<file path="src/rtl/arith_pkg.sv">
`default_nettype none
// ============================================================================
//  Module      : arith_pkg
//  Description : Shared types and helpers for the bit-serial arithmetic
//                blocks. Provides the sequencer state encoding and a
//                combinational half-subtractor helper.
//  Revision    : 1.0 - initial release
// ============================================================================
package arith_pkg;

    // Sequencer states for the serial arithmetic blocks
    typedef enum logic [1:0] {
        ST_IDLE = 2'd0,
        ST_RUN  = 2'd1,
        ST_DONE = 2'd2
    } state_t;

    // Half subtractor: returns {borrow, diff} for x - y
    function automatic logic [1:0] half_sub(input logic x, input logic y);
        return {~x & y, x ^ y};
    endfunction

endpackage
`default_nettype wire

</file>
<file path="src/rtl/serial_subtractor_if.sv">
`default_nettype none
// ============================================================================
//  Module      : serial_subtractor_if
//  Description : Start/busy/done handshake and operand/result bus of the
//                bit-serial subtractor.
//                master : drives start, a, b; observes busy, done, d, bout
//                slave  : the subtractor itself
//  Revision    : 1.0 - initial release
// ============================================================================
interface serial_subtractor_if #(
    parameter int WIDTH = 8
);
    logic             start;
    logic [WIDTH-1:0] a;
    logic [WIDTH-1:0] b;
    logic             busy;
    logic             done;
    logic [WIDTH-1:0] d;
    logic             bout;

    modport master (
        output start, a, b,
        input  busy, done, d, bout
    );

    modport slave (
        input  start, a, b,
        output busy, done, d, bout
    );
endinterface
`default_nettype wire

</file>
<file path="src/rtl/half_subtractor.sv">
`default_nettype none
// ============================================================================
//  Module      : half_subtractor
//  Description : Single-bit half subtractor, d = a - b.
//                a, b : operand bits
//                d    : difference bit (a ^ b)
//                bo   : borrow out (~a & b)
//  Revision    : 1.0 - initial release
// ============================================================================
module half_subtractor (
    input  wire logic a,
    input  wire logic b,
    output logic      d,
    output logic      bo
);
    assign d  = a ^ b;
    assign bo = ~a & b;
endmodule
`default_nettype wire

</file>
<file path="src/rtl/serial_subtractor.sv">
`default_nettype none
// ============================================================================
//  Module      : serial_subtractor
//  Description : Bit-serial WIDTH-bit subtractor, d = a - b, LSB first, one
//                bit per clock. A start pulse captures a/b; after WIDTH
//                processing cycles the difference and final borrow are
//                published and done pulses for one cycle.
//                clk  : rising-edge clock
//                rst  : asynchronous active-high reset
//                bus  : start/a/b in, busy/done/d/bout out (slave modport)
//  Revision    : 1.0 - initial release
// ============================================================================
module serial_subtractor
    import arith_pkg::*;
#(
    parameter  int WIDTH = 8,
    localparam int CW    = $clog2(WIDTH)
) (
    input  wire logic          clk,
    input  wire logic          rst,
    serial_subtractor_if.slave bus
);
    localparam logic [CW-1:0] c_LAST = CW'(WIDTH - 1);

    state_t           r_state;
    state_t           w_next;
    logic             w_load;
    logic             w_finish;

    logic [WIDTH-1:0] r_sa;
    logic [WIDTH-1:0] r_sb;
    logic [WIDTH-1:0] r_res;
    logic [CW-1:0]    r_count;
    logic             r_borrow;
    logic [WIDTH-1:0] r_d;
    logic             r_bout;

    logic             w_d1;
    logic             w_bo1;
    logic             w_diff;
    logic             w_bo2;
    logic             w_borrow_nxt;

    // Full-subtractor slice: two half subtractors plus an OR for the borrow
    half_subtractor u_hs0 (
        .a  (r_sa[0]),
        .b  (r_sb[0]),
        .d  (w_d1),
        .bo (w_bo1)
    );

    half_subtractor u_hs1 (
        .a  (w_d1),
        .b  (r_borrow),
        .d  (w_diff),
        .bo (w_bo2)
    );

    assign w_borrow_nxt = w_bo1 | w_bo2;

    // State register
    always_ff @(posedge clk or posedge rst) begin
        if (rst) begin
            r_state <= ST_IDLE;
        end else begin
            r_state <= w_next;
        end
    end

    // Next-state and control decode; DONE accepts start just like IDLE
    always_comb begin
        w_next   = r_state;
        w_load   = 1'b0;
        w_finish = 1'b0;
        unique case (r_state)
            ST_IDLE, ST_DONE: begin
                if (bus.start) begin
                    w_load = 1'b1;
                    w_next = ST_RUN;
                end else begin
                    w_next = ST_IDLE;
                end
            end
            ST_RUN: begin
                if (r_count == c_LAST) begin
                    w_finish = 1'b1;
                    w_next   = ST_DONE;
                end
            end
            default: w_next = ST_IDLE;
        endcase
    end

    // Serial datapath
    always_ff @(posedge clk or posedge rst) begin
        if (rst) begin
            r_sa     <= '0;
            r_sb     <= '0;
            r_res    <= '0;
            r_count  <= '0;
            r_borrow <= 1'b0;
            r_d      <= '0;
            r_bout   <= 1'b0;
        end else if (w_load) begin
            r_sa     <= bus.a;
            r_sb     <= bus.b;
            r_borrow <= 1'b0;
            r_count  <= '0;
        end else if (r_state == ST_RUN) begin
            r_sa     <= r_sa >> 1;
            r_sb     <= r_sb >> 1;
            r_res    <= {w_diff, r_res[WIDTH-1:1]};
            r_borrow <= w_borrow_nxt;
            // Counter stops at WIDTH-1, so it never wraps for any legal WIDTH
            if (!w_finish) begin
                r_count <= r_count + 1'b1;
            end
            if (w_finish) begin
                // Publish including the final bit shifted in on this edge
                r_d    <= {w_diff, r_res[WIDTH-1:1]};
                r_bout <= w_borrow_nxt;
            end
        end
    end

    assign bus.busy = (r_state == ST_RUN);
    assign bus.done = (r_state == ST_DONE);
    assign bus.d    = r_d;
    assign bus.bout = r_bout;

endmodule
`default_nettype wire

</file>
<file path="src/flat_wrapper.sv">
// flat-port wrapper written by rule: the top's interface ports become plain ports
module serial_subtractor_flat import arith_pkg::*;
#(
    parameter  int WIDTH = 8,
    localparam int CW    = $clog2(WIDTH)
)
  (clk, rst, bus_start, bus_a, bus_b, bus_busy, bus_done, bus_d, bus_bout);
  serial_subtractor_if #(.WIDTH(WIDTH)) bus_i ();
  input  wire logic clk;
  input  wire logic rst;
  input wire logic [$bits(bus_i.start)-1:0] bus_start;
  input wire logic [$bits(bus_i.a)-1:0] bus_a;
  input wire logic [$bits(bus_i.b)-1:0] bus_b;
  output wire logic [$bits(bus_i.busy)-1:0] bus_busy;
  output wire logic [$bits(bus_i.done)-1:0] bus_done;
  output wire logic [$bits(bus_i.d)-1:0] bus_d;
  output wire logic [$bits(bus_i.bout)-1:0] bus_bout;
  assign bus_i.start = bus_start;
  assign bus_i.a = bus_a;
  assign bus_i.b = bus_b;
  assign bus_busy = bus_i.busy;
  assign bus_done = bus_i.done;
  assign bus_d = bus_i.d;
  assign bus_bout = bus_i.bout;
  serial_subtractor #(.WIDTH(WIDTH)) u_core (.clk(clk), .rst(rst), .bus(bus_i));
endmodule
</file>
<file path="config.mk">
export PLATFORM = sky130hd
export DESIGN_NAME = serial_subtractor_flat
export DESIGN_NICKNAME = d
export VERILOG_FILES = /design/src/rtl/arith_pkg.sv /design/src/rtl/serial_subtractor_if.sv /design/src/rtl/half_subtractor.sv /design/src/rtl/serial_subtractor.sv /design/src/flat_wrapper.sv
export SDC_FILE = /design/constraint.sdc
export NUM_CORES = 1
export LEC_CHECK = 0
export CAP_MARGIN = 20
export CORE_MARGIN = 5
export CORE_UTILIZATION = 35
export CTS_BUF_LIST = sky130_fd_sc_hd__clkbuf_4
export DETAILED_ROUTE_END_ITERATION = 10
export PLACE_DENSITY = 0.61
export SLEW_MARGIN = 30
export SYNTH_ARGS = -nofsm -noshare
export SYNTH_HDL_FRONTEND = slang
export SYNTH_SLANG_ARGS = --single-unit
</file>
<file path="constraint.sdc">
create_clock -name clk -period 1.9 [get_ports clk]
set_input_delay 0.19 -clock clk [delete_from_list [all_inputs] [get_ports clk]]
set_output_delay 0.19 -clock clk [all_outputs]
set_load 0.02 [all_outputs]
</file>
==> summary.md <==
| Metric | Value |
|---|---|
| Final period utilization | `92.5%` |
| PD cells | `1470 mW/mm2` |
| Avg Vias per Cell | `4.56` |
| Worst reg-to-reg setup slack | `0.34 ns` |
| IO buf count | `29` |
| CP max-delay cell | `clkdlybuf4s50_1` |
| Clock sinks | `38` |
| Leakage | `0.990 nW` |
| Largest family of logic cells by synthesized area | `compound AO/OA/AOI/OAI gates` |
| Initial Util | `35.6%` |
| GP Congestion | `0.742` |
| Post-Synth XOR/XNOR Area | `0.488%` |
| CP Capture Type | `output pin` |
| Nets | `220` |
| # IOs | `30` |
| Clk slew on worst S/H paths | `0.11 ns` |
| Row count | `26` |
| CP arrival | `1.57 ns` |
| Initial antenna violation count | `0` |
| Setup bufs post-CTS | `0` |
| Sequential-to-total area share from yosys stat | `53.0%` |
| Max-Cap Viols | `0` |
| CORE AREA | `0.00504 mm2` |
| FF-to-FF End | `u_core.r_count[0]$_DFFE_PP0P_` |
| Commonest non-fill, non-tap cell in the layout | `dfrtp_1` |
| Global-route wire length before repair | `5.44 mm` |
| Area grow syn2layout | `22.4%` |
| Cells after synthesis | `165` |
| Post-Synth Simple-Gate Area | `13.1%` |
| Post-synthesis register bit count | `38` |
| Synthesized area per cell | `10.9 um2` |
| DP HPWL | `2.23 mm` |
| FF-to-FF path depth | `5` |
| 1st-pass router iterations | `4` |
| Synth Area in Adders | `2.51%` |
| Post-synthesis cell type count | `29` |
| GRT Total Usage | `10.6%` |
| Max incr delay on CP | `0.59 ns` |
| Clock buffer depth | `2` |
| Fin. Hold Viols | `0` |
| F_max | `0.569 GHz` |
| DR iter-0 viols | `69` |
| Layout cells sized above 1 | `16.1%` |
| Fill cells | `475` |
| Post-synthesis mux area share | `10.0%` |
| Final worst path period need | `1.76 ns` |
| Synthesized cell area | `0.00180 mm2` |
| Synth Flop Type | `dfrtp_1` |
| RR Startpoint | `u_core.r_count[0]$_DFFE_PP0P_` |
| Worst setup path class | `register to output pin` |
| Worst IR Drop VDD | `540 uV` |
| Hold WC Path Type | `input pin to async pin` |
| Routed WL | `3.16 mm` |
| Most frequent cells in the layout | `dfrtp_1 (38), nand2_1 (29), clkdlybuf4s50_1 (29)` |
| Worst Setup Start Kind | `register` |
| Die area | `0.00666 mm2` |
| Clock Latency Late Sink | `0.34 ns` |
| Chip width | `81.6 um` |
| RSZ-0062 raised after global routing | `no` |
| Syn Nets | `187` |
| Post-synth EDFFs | `0` |
| Slew Limit Fails | `0` |
| Diode count | `0` |
| Congestion Overflow GR | `0` |
| Run status | `complete, no violations` |
| Post-route DRC violation count | `0` |
| Critical Path RT | `1.71 ns` |
| DR vias | `1227` |
| Die height | `81.6 um` |
| Crit path max fanout | `3` |
| Vias in the first global route | `1204` |
| Clock Skews | `0.00598 ns` |
| Largest net degree at the start of global routing | `39` |
| Syn. warnings | `0` |
| H-Tree Level Count | `2` |
| Cts bufs inserted | `5` |
| Total Negative Setup Slacks | `0 ns` |
| Clock Tree Root | `clkbuf_4` |
| Critical path, cell by cell | `nand2b_1, clkinv_1, clkdlybuf4s50_1` |
| CTS tree | `built` |
| Core Util, Final | `43.6%` |
| Post-CTS resize count | `0` |
| Compound-Gate Fraction of Synth Area | `13.6%` |
| Final setup vio count | `0` |
| Hold Buf Count CTS | `0` |
| Wire per inst | `11.7 um` |
| ANT nets after route | `0` |
| Relative slew slack | `64.1%` |
| Async S/R FF share, synth | `100%` |
| Worst slew pin tran | `0.536 ns` |
layout make-up:
cell class,instances,area [um2],share of cell area [%]
Clock inverter,3,16.3,0.740
Inverter,11,41.3,1.88
Tap cell,70,87.6,3.99
Multi-Input combinational cell,105,713,32.5
Clock buffer,5,37.5,1.71
Timing Repair Buffer,37,350,15.9
Sequential cell,38,951,43.3
flip-flops by register name, summed over array words and instances, names as in the netlist:
name and count:
u_core.bus.d 8, u_core.r_borrow 1, u_core.r_sa 8, u_core.r_res 7
u_core.r_sb 8, u_core.bus.bout 1, u_core.r_count 3, u_core.r_state 2
kinds of logic (layout without fill, tap and decap cells):
family                   count (synthesis)  count (layout)
AND/OR/NAND/NOR                         48              48
adder cells (fa/ha/maj)                  3               3
XOR/XNOR                                 1               1
multiplexers                            17              17
flip-flops                              38              38
AO/OA/AOI/OAI                           36              36
buffers and inverters                   22              56
per-layer routing:
metal	vias to the layer above	routed length (um)	track usage [%]
met5	-	0	0
met4	0	63	3.99
met3	5	149	3.51
met2	19	1470	16.9
met1	579	1480	13.5
li1	624	-	-
report_power, final:
group / total [mW] / switching, mW / internal [mW]
clock network: 0.400 / 0.263 / 0.138
registers: 1.40 / 0.225 / 1.17
logic: 1.44 / 0.733 / 0.702
worst max-delay path: cells and delay by family, from the launching register on:
kind,cells,cell delay [ns]
buffers and inverters,2,0.66
DFF,1,0.40
and+or+nand+nor,1,0.16
worst max path at each step:
stage,startpoint,end,slack (ns),cells past startpoint
finish,u_core.r_state[1]$_DFFE_PP0P_,bus_busy,0.14,3
detailed placement,bus_start,u_core.r_sa[0]$_DFFE_PP0P_,0.23,4
floorplan,u_core.r_count[0]$_DFFE_PP0P_,u_core.bus.d[0]$_DFFE_PP0P_,0.45,5
global route,u_core.r_state[1]$_DFFE_PP0P_,bus_busy,0.05,3
CTS,u_core.r_state[1]$_DFFE_PP0P_,bus_busy,0.11,3
global placement,bus_start,u_core.r_sa[3]$_DFFE_PP0P_,0.27,4
through the flow:
| stage | hold WS (ns) | instances | total power, mW | worst slack [ns] | area (um2) |
|---|---|---|---|---|---|
| after global placement | 0.463 | 261 | 2.85 | 0.270 | 2140 |
| after CTS | 0.265 | 269 | 3.29 | 0.109 | 2200 |
| after floorplan | 0.370 | 165 | 2.47 | 0.445 | 1800 |
| after detailed placement | 0.474 | 261 | 2.88 | 0.231 | 2140 |
| after global routing | 0.297 | 269 | 3.52 | 0.0455 | 2200 |
| final | 0.250 | 269 | 3.23 | 0.142 | 2200 |
cell usage after synthesis, drive strengths merged (4+ instances only):
library cell,count,area share [%]
dfrtp,38,53
a211oi,7,2.9
nand3,4,1.1
nor2b,4,1.4
mux2i,9,5.0
and2b,4,1.7
a21oi,14,5.4
mux2,8,5.0
buf,11,5.0
nand2,29,6.1
inv,10,2.1
o22ai,7,2.4
o21ai,4,1.1
(Power assumes the default switching activity.)
